**config.mk**
```make
export PLATFORM = sky130hd
export DESIGN_NAME = ntt8_input_stager
export DESIGN_NICKNAME = d
export VERILOG_FILES = /design/src/rtl/ntt_pkg.sv /design/src/rtl/ntt_frame_bank.sv /design/src/rtl/ntt8_input_stager.sv
export SDC_FILE = /design/constraint.sdc
export NUM_CORES = 1
export LEC_CHECK = 0
export CAP_MARGIN = 5
export CORE_MARGIN = 2
export CORE_UTILIZATION = 57
export CTS_CLUSTER_SIZE = 10
export DETAILED_ROUTE_END_ITERATION = 8
export PLACE_DENSITY = 0.84
export SLEW_MARGIN = 25
export SYNTH_ARGS = -nofsm -noshare
export SYNTH_HDL_FRONTEND = slang
export SYNTH_SLANG_ARGS = --single-unit
```
**constraint.sdc**
```tcl
create_clock -name clk -period 4.25 [get_ports clk]
set_input_delay 0.85 -clock clk [delete_from_list [all_inputs] [get_ports clk]]
set_output_delay 0.85 -clock clk [all_outputs]
set_load 0.02 [all_outputs]
```
**src/rtl/ntt_pkg.sv**
```systemverilog
// ntt_pkg: shared definitions for the NTT input staging path.
//   W       - default coefficient width in bits
//   N       - default coefficients per frame (power of 2)
//   LOG2N   - index width for a frame slot
//   coeff_t - one coefficient
//   bank_state_e - occupancy state of one frame bank
//   bitrev  - bit-reversal of a LOG2N-bit slot index
package ntt_pkg;

  localparam int unsigned W     = 8;
  localparam int unsigned N     = 8;
  localparam int unsigned LOG2N = $clog2(N);

  typedef logic [W-1:0] coeff_t;

  typedef enum logic [1:0] {
    BANK_EMPTY   = 2'd0,
    BANK_FILLING = 2'd1,
    BANK_FULL    = 2'd2
  } bank_state_e;

  // Mirror the index bits: bit k moves to bit LOG2N-1-k.
  function automatic logic [LOG2N-1:0] bitrev(input logic [LOG2N-1:0] idx);
    logic [LOG2N-1:0] rev;
    rev = '0;
    for (int k = 0; k < int'(LOG2N); k++) begin
      rev[k] = idx[int'(LOG2N) - 1 - k];
    end
    return rev;
  endfunction

endpackage

```
**src/rtl/ntt_frame_bank.sv**
```systemverilog
// ntt_frame_bank: one frame bank of the ping-pong stager.
// Holds N coefficients of W bits and tracks EMPTY / FILLING / FULL.
//   clk, rst_n     - clock, synchronous active-low reset
//   wr_en_i        - write wr_data_i into slot wr_slot_i this cycle
//   wr_slot_i      - destination slot (already bit-reversed)
//   wr_data_i      - coefficient to store
//   wr_last_i      - this write completes the frame (bank goes FULL)
//   abort_i        - discard the partial frame (bank goes EMPTY)
//   release_i      - frame consumed downstream (FULL goes EMPTY)
//   state_nxt_c_o  - state the bank takes at the next edge (combinational)
//   data_o         - stored frame, slot order
module ntt_frame_bank #(
  parameter int unsigned W    = ntt_pkg::W,
  parameter int unsigned N    = ntt_pkg::N,
  parameter int unsigned IDXW = ntt_pkg::LOG2N
) (
  input  logic                      clk,
  input  logic                      rst_n,
  input  logic                      wr_en_i,
  input  logic [IDXW-1:0]           wr_slot_i,
  input  logic [W-1:0]              wr_data_i,
  input  logic                      wr_last_i,
  input  logic                      abort_i,
  input  logic                      release_i,
  output ntt_pkg::bank_state_e      state_nxt_c_o,
  output logic [N-1:0][W-1:0]       data_o
);
  import ntt_pkg::*;

  bank_state_e         state_q, state_d;
  logic [N-1:0][W-1:0] data_q;

  // Occupancy state register.
  always_ff @(posedge clk) begin
    if (!rst_n) begin
      state_q <= BANK_EMPTY;
    end else begin
      state_q <= state_d;
    end
  end

  // Occupancy next-state logic.
  always_comb begin
    state_d = state_q;
    unique case (state_q)
      BANK_EMPTY: begin
        if (!abort_i && wr_en_i) begin
          state_d = wr_last_i ? BANK_FULL : BANK_FILLING;
        end
      end
      BANK_FILLING: begin
        if (abort_i) begin
          state_d = BANK_EMPTY;
        end else if (wr_en_i && wr_last_i) begin
          state_d = BANK_FULL;
        end
      end
      BANK_FULL: begin
        if (release_i) begin
          state_d = BANK_EMPTY;
        end
      end
      default: state_d = BANK_EMPTY;
    endcase
  end

  // Coefficient storage; a FULL bank is frozen until released.
  always_ff @(posedge clk) begin
    if (!rst_n) begin
      data_q <= '0;
    end else if (wr_en_i && (state_q != BANK_FULL)) begin
      data_q[wr_slot_i] <= wr_data_i;
    end
  end

  assign state_nxt_c_o = state_d;
  assign data_o        = data_q;

endmodule

```
**src/rtl/ntt8_input_stager.sv**
```systemverilog
// ntt8_input_stager: collects natural-order coefficients into bit-reversed
// frames using two ping-pong banks and presents whole frames downstream.
//   clk, rst_n           - clock, synchronous active-low reset
//   in_valid/in_ready    - coefficient handshake
//   in_data, in_last     - coefficient (natural order), end-of-frame marker
//   mod                  - modulus q, static while busy
//   out_valid/out_ready  - frame handshake
//   out_data             - frame; element i = coefficient at index bitrev(i)
//   err                  - one-cycle pulse on framing or range fault
module ntt8_input_stager #(
  parameter int unsigned W = ntt_pkg::W,
  parameter int unsigned N = ntt_pkg::N
) (
  input  logic                clk,
  input  logic                rst_n,
  input  logic                in_valid,
  output logic                in_ready,
  input  logic [W-1:0]        in_data,
  input  logic                in_last,
  input  logic [W-1:0]        mod,
  output logic                out_valid,
  input  logic                out_ready,
  output logic [N-1:0][W-1:0] out_data,
  output logic                err
);
  import ntt_pkg::*;

  localparam int unsigned IDXW  = LOG2N;
  localparam int unsigned NBANK = 2;

  logic [IDXW-1:0]     wr_idx_q, wr_idx_d;
  logic                wr_ptr_q, wr_ptr_d;
  logic                rd_ptr_q, rd_ptr_d;
  logic                in_ready_q, in_ready_d;
  logic                out_valid_q, out_valid_d;
  logic                err_q, err_d;
  logic [N-1:0][W-1:0] out_data_q, out_data_d;

  logic                accept_c;
  logic                handshake_c;
  logic                at_last_slot_c;
  logic                frame_abort_c;
  logic                frame_done_c;
  logic                range_fault_c;
  logic [W-1:0]        mod_diff_c;
  logic [W-1:0]        store_val_c;
  logic [IDXW-1:0]     wr_slot_c;
  logic [N-1:0][W-1:0] rd_image_c;

  logic                bank_wr_en    [NBANK];
  logic                bank_abort    [NBANK];
  logic                bank_release  [NBANK];
  bank_state_e         bank_state_nxt[NBANK];
  logic [N-1:0][W-1:0] bank_data     [NBANK];

  assign accept_c       = in_valid && in_ready_q;
  assign handshake_c    = out_valid_q && out_ready;
  assign at_last_slot_c = (wr_idx_q == IDXW'(N - 1));
  assign frame_abort_c  = accept_c && in_last && !at_last_slot_c;
  assign frame_done_c   = accept_c && at_last_slot_c;
  assign range_fault_c  = accept_c && (in_data >= mod);
  assign wr_slot_c      = bitrev(wr_idx_q);

  // Single-subtraction range fold; anything still out of range becomes 0.
  always_comb begin
    mod_diff_c  = in_data - mod;
    store_val_c = in_data;
    if (in_data >= mod) begin
      store_val_c = (mod_diff_c < mod) ? mod_diff_c : '0;
    end
  end

  // Steer write/abort to the write bank and release to the read bank.
  always_comb begin
    for (int b = 0; b < int'(NBANK); b++) begin
      bank_wr_en[b]   = 1'b0;
      bank_abort[b]   = 1'b0;
      bank_release[b] = 1'b0;
    end
    bank_wr_en[wr_ptr_q]   = accept_c && !frame_abort_c;
    bank_abort[wr_ptr_q]   = frame_abort_c;
    bank_release[rd_ptr_q] = handshake_c;
  end

  for (genvar b = 0; b < int'(NBANK); b++) begin : g_bank
    ntt_frame_bank #(
      .W    (W),
      .N    (N),
      .IDXW (IDXW)
    ) u_bank (
      .clk           (clk),
      .rst_n         (rst_n),
      .wr_en_i       (bank_wr_en[b]),
      .wr_slot_i     (wr_slot_c),
      .wr_data_i     (store_val_c),
      .wr_last_i     (frame_done_c),
      .abort_i       (bank_abort[b]),
      .release_i     (bank_release[b]),
      .state_nxt_c_o (bank_state_nxt[b]),
      .data_o        (bank_data[b])
    );
  end

  // Pointer, handshake and output next-state logic.
  always_comb begin
    wr_idx_d   = wr_idx_q;
    wr_ptr_d   = wr_ptr_q;
    rd_ptr_d   = rd_ptr_q;
    out_data_d = out_data_q;

    if (accept_c) begin
      if (frame_abort_c || frame_done_c) begin
        wr_idx_d = '0;
      end else begin
        wr_idx_d = wr_idx_q + IDXW'(1);
      end
    end
    if (frame_done_c) begin
      wr_ptr_d = !wr_ptr_q;
    end
    if (handshake_c) begin
      rd_ptr_d = !rd_ptr_q;
    end

    in_ready_d  = (bank_state_nxt[wr_ptr_d] != BANK_FULL);
    out_valid_d = (bank_state_nxt[rd_ptr_d] == BANK_FULL);
    err_d       = frame_abort_c || (frame_done_c && !in_last) || range_fault_c;

    // Frame as it will stand after this edge, including a same-cycle final write.
    rd_image_c = bank_data[rd_ptr_d];
    if (bank_wr_en[rd_ptr_d]) begin
      rd_image_c[wr_slot_c] = store_val_c;
    end
    // Load only when a new frame is presented; hold while stalled.
    if (out_valid_d && (!out_valid_q || handshake_c)) begin
      out_data_d = rd_image_c;
    end
  end

  // Control and output registers.
  always_ff @(posedge clk) begin
    if (!rst_n) begin
      wr_idx_q    <= '0;
      wr_ptr_q    <= 1'b0;
      rd_ptr_q    <= 1'b0;
      in_ready_q  <= 1'b0;
      out_valid_q <= 1'b0;
      err_q       <= 1'b0;
      out_data_q  <= '0;
    end else begin
      wr_idx_q    <= wr_idx_d;
      wr_ptr_q    <= wr_ptr_d;
      rd_ptr_q    <= rd_ptr_d;
      in_ready_q  <= in_ready_d;
      out_valid_q <= out_valid_d;
      err_q       <= err_d;
      out_data_q  <= out_data_d;
    end
  end

  assign in_ready  = in_ready_q;
  assign out_valid = out_valid_q;
  assign err       = err_q;
  assign out_data  = out_data_q;

endmodule

```
==> summary.md <==
• finished, final reports clean — run status
• 88 — I/O pin cnt
• 385 nW/um^2 — power per cell area
• 24 — number of clock buffers inserted by TritonCTS
• done — CTS tree
• 57.9% — starting utilization of the core area
• clkbuf_16 — clock root buffer
• out_data[21]$_SDFFE_PN0P_ — reg2reg end
• 0 — initial antenna violation count
• 1 — H-Tree Level Count
• 0.315 mV — Max rail drop VDD
• 43.7% — tightest slew margin relative to the limit
• primary input — startpoint class of the critical path
• 204 — clock sinks
• no — setup repair after global routing missed its margin
• 1212 — NumNets Final
• 0 — # DRC
• 8 — maximum fanout along the worst path
• 0.226 ns — crit path setup slack, layout
• 0 — max-cap violation count
• 44.6% — portion of synthesized cell area occupied by the leading cell type
• 6.40 — drt via density
• in_data[0] — Crit. Startpoint
• 1091 — net count after synthesis
• 0.50 ns — clock latency on the worst-skew pair
• in -> reg — category of the critical setup timing path
• 0% — Async S/R FF share, synth
• 5 — number of optimization iterations in the first detailed-route pass
• 0.907 — final estimated routing congestion in global placement
• 17100 sq um — Die ar.
• 15800 sq um — core footprint
• dfxtp_1, a21oi_1, o21ai_0 — synth top area cells
• 1.43 ns — worst reg2reg setup slack
• 0 — antenna viol nets, final
• reg -> reg — class of the most critical hold timing path
• 9170 sq um — mapped cell area
• dfxtp_1 — most frequently used flop master after synthesis
• 4080 sq um — sequential standard cell area
• 43500 um — wire length of the first global-routing pass
• register — endpoint kind of the worst setup timing path
• 0 — number of flops mapped to enable cells by yosys
• 0.05 ns — register clock-pin slew on the reported worst setup and hold paths
• 0 — Synth warnings
• 131 um — overall die width
• 46 — number of standard-cell rows in the floorplan
• 3 — clock tree buffer depth
• 8430 — vias in the first global route
• wr_idx_q[0]$_SDFFE_PN0N_ — R2R Path Start
• 0.845 ns — transition time at the pin with the least slew margin
• 4.45 ns — crit path DAT
• 0 — final-report setup violation count
• 90 — largest net degree at the start of global routing
• 0 — Congestion Overflow GR
• -0.295 ns — Worst Setup Slack post-DPL
• 32.3% — overall global routing resource usage
• 59 — Netlist cell types
• 1144 — number of fill cells in the layout
• 0 — number of hold violations in the final report
• 131 um — Die Ht
• 0.473 ns — hold_ws
• 87 — number of buffers inserted by port buffering
• g_bank[1].u_bank.data_o[61]$_SDFFE_PN0P_ — crit path to
• 11.1% — share of cells above drive strength 1
• 249 MHz — Max Freq
• 94.7% — post-route clock period utilization
• 24.4% — area delta synth->final
• 4.02 ns — post-layout min period
• 8858 — Via Count
• 20.2 um — wire per inst
• 8 — logic depth of the worst register-to-register path
• 4.60 nW — static leakage
• 0 — Max Slew Vio Count
• 1045 — synthesized instance count
• dfxtp_1 — largest area contributor in the synthesized netlist
• 0.00784 ns — final clock skew
• 17800 um — post-detailed-placement half-perimeter wirelength
• 4.68 ns — critical path required time
• 204 — flops & latches, synth
• 27900 um — total routed wirelength
• 963 — First DRT Iteration DRCs
• 4700 sq um — area occupied by multi-input gates
• 0 — antenna cells
• 8.77 sq um — per-instance average area after synthesis
• 44.6% — sequential fraction of the synthesis area
• 0 — # hold bufs at CTS
## Yosys cell counts (2+ instances only)
cell type and number:
inv_1 20, nand3_1 10, nand4_1 4, nor3b_1 2, nand3_2 3, a21oi_1 193
a41oi_4 2, a22o_1 35, and3_1 3, a32oi_1 3, ha_1 24, nand2b_1 4
a32o_1 28, buf_1 3, nand2_1 105, a211oi_1 6, nor3_1 6, xor2_1 3
o21ai_1 2, and2_1 9, buf_4 5, a221oi_1 9, a21o_1 4, dfxtp_1 204
nor2b_1 15, mux2i_1 62, buf_6 2, o21ai_0 133, buf_2 23, nor2_2 3
or3_1 2, nor2_1 44, clkbuf_1 42, o211ai_1 2, o21a_1 6
## cells by family (layout without fill, tap and decap cells)
kind of cell             count (synthesis)  in the layout  synth area share (%)
AND/OR/NAND/NOR                        216            216                  11.0
XOR/XNOR                                 4              4                 0.382
multiplexers                            62             62                  6.77
buffers and inverters                   95            218                  4.57
adder cells (fa/ha/maj)                 25             25                  3.49
flip-flops                             204            204                  44.6
AO/OA/AOI/OAI                          439            439                  29.3
## layout make-up
type / instances / share of cell area, %
Clock buffer: 27 / 5.55
Clock inverter: 1 / 0.263
Inverter: 20 / 0.658
Multi-Input combinational cell: 746 / 41.2
Sequential cell: 204 / 35.8
Tap cell: 216 / 2.37
Timing Repair Buffer: 170 / 14.1
## stage by stage
step                total power [W]  TNS, ns  util, %  area, sq um  cells
floorplan                   0.00226        0        -         9170   1045
global placement            0.00256   -0.791     67.6        10700   1354
detailed placement          0.00257   -19.67     67.6        10700   1354
CTS                         0.00436        0     71.8        11400   1382
global route                0.00451        0     72.1        11400   1384
finish                      0.00440        0     72.1        11400   1384
## how the worst min path moves through the flow
stage                                                 from                                     end  slack (ns)  cells past startpoint
floorplan           g_bank[1].u_bank.state_q[1]$_SDFF_PN0_  g_bank[1].u_bank.state_q[0]$_SDFF_PN0_        0.43                      1
global placement                 out_data[53]$_SDFFE_PN0P_               out_data[53]$_SDFFE_PN0P_        0.45                      1
detailed placement               out_data[53]$_SDFFE_PN0P_               out_data[53]$_SDFFE_PN0P_        0.46                      1
CTS                              out_data[53]$_SDFFE_PN0P_               out_data[53]$_SDFFE_PN0P_        0.48                      1
global route                     out_data[53]$_SDFFE_PN0P_               out_data[53]$_SDFFE_PN0P_        0.49                      1
finish                           out_data[53]$_SDFFE_PN0P_               out_data[53]$_SDFFE_PN0P_        0.47                      1
## metal layers
metal | vias to the layer above | track usage [%] | routed length [um]
met4 | 0 | 13.5 | 1120
met1 | 4211 | 42.2 | 11200
met2 | 513 | 51.9 | 12800
met5 | - | 0 | 0
li1 | 4027 | - | -
met3 | 107 | 7.29 | 2780
## critical path, stage by stage
cell and delay (ns):
clkdlybuf4s50_1 0.43, inv_1 0.08, ha_1 0.18, inv_1 0.06, fa_1 0.43, a211oi_4 0.30, or3b_1 0.16, nand3_1 0.10
ha_1 0.33, a21oi_1 0.18, a21boi_1 0.13, nor2_4 0.27, buf_4 0.16, nand4_2 0.18, o21a_1 0.25, buf_4 0.19
a21oi_1 0.15
## registers in the layout, indices dropped and copies added, names as in the netlist
name	count
wr_idx_q	3
in_ready	1
rd_ptr_q	1
err	1
wr_ptr_q	1
out_data	64
out_valid	1
g_bank.u_bank.data_o	128
g_bank.u_bank.state_q	4
## where the power goes
part / total [W] / leakage [nW] / switching, W / internal, W
Clock: 0.00182 / 0.325 / 0.000729 / 0.00109
Combinational: 0.000649 / 2.63 / 0.000394 / 0.000255
Sequential: 0.00192 / 1.64 / 0.00000428 / 0.00192
## layout by cell type, fill, tap and decap left out, types with 3 or more instances in the layout
master           instances
nand2_1                105
nand3_1                 10
a221oi_1                 9
and2_1                   8
a22o_1                  35
clkdlybuf4s50_1         86
nand2b_1                 4
ha_1                    23
buf_12                  10
buf_4                   73
a211oi_1                 6
a21o_1                   4
inv_1                   20
clkbuf_16               25
a32o_1                  28
a21oi_1                193
nor2b_1                 15
mux2i_1                 62
nor2_2                   3
and3_1                   3
nor3_1                   6
xor2_1                   3
o21ai_0                133
a32oi_1                  3
nand4_1                  4
dfxtp_1                204
nor2_1                  44
o21a_1                   6
nand3_2                  3
## timing repair
item                                    in CTS  in global routing
buffers inserted                             0                  2
endpoints found under the setup margin       0                  7
resized for setup                            0                  3
Power figures use the tool's default switching activity.
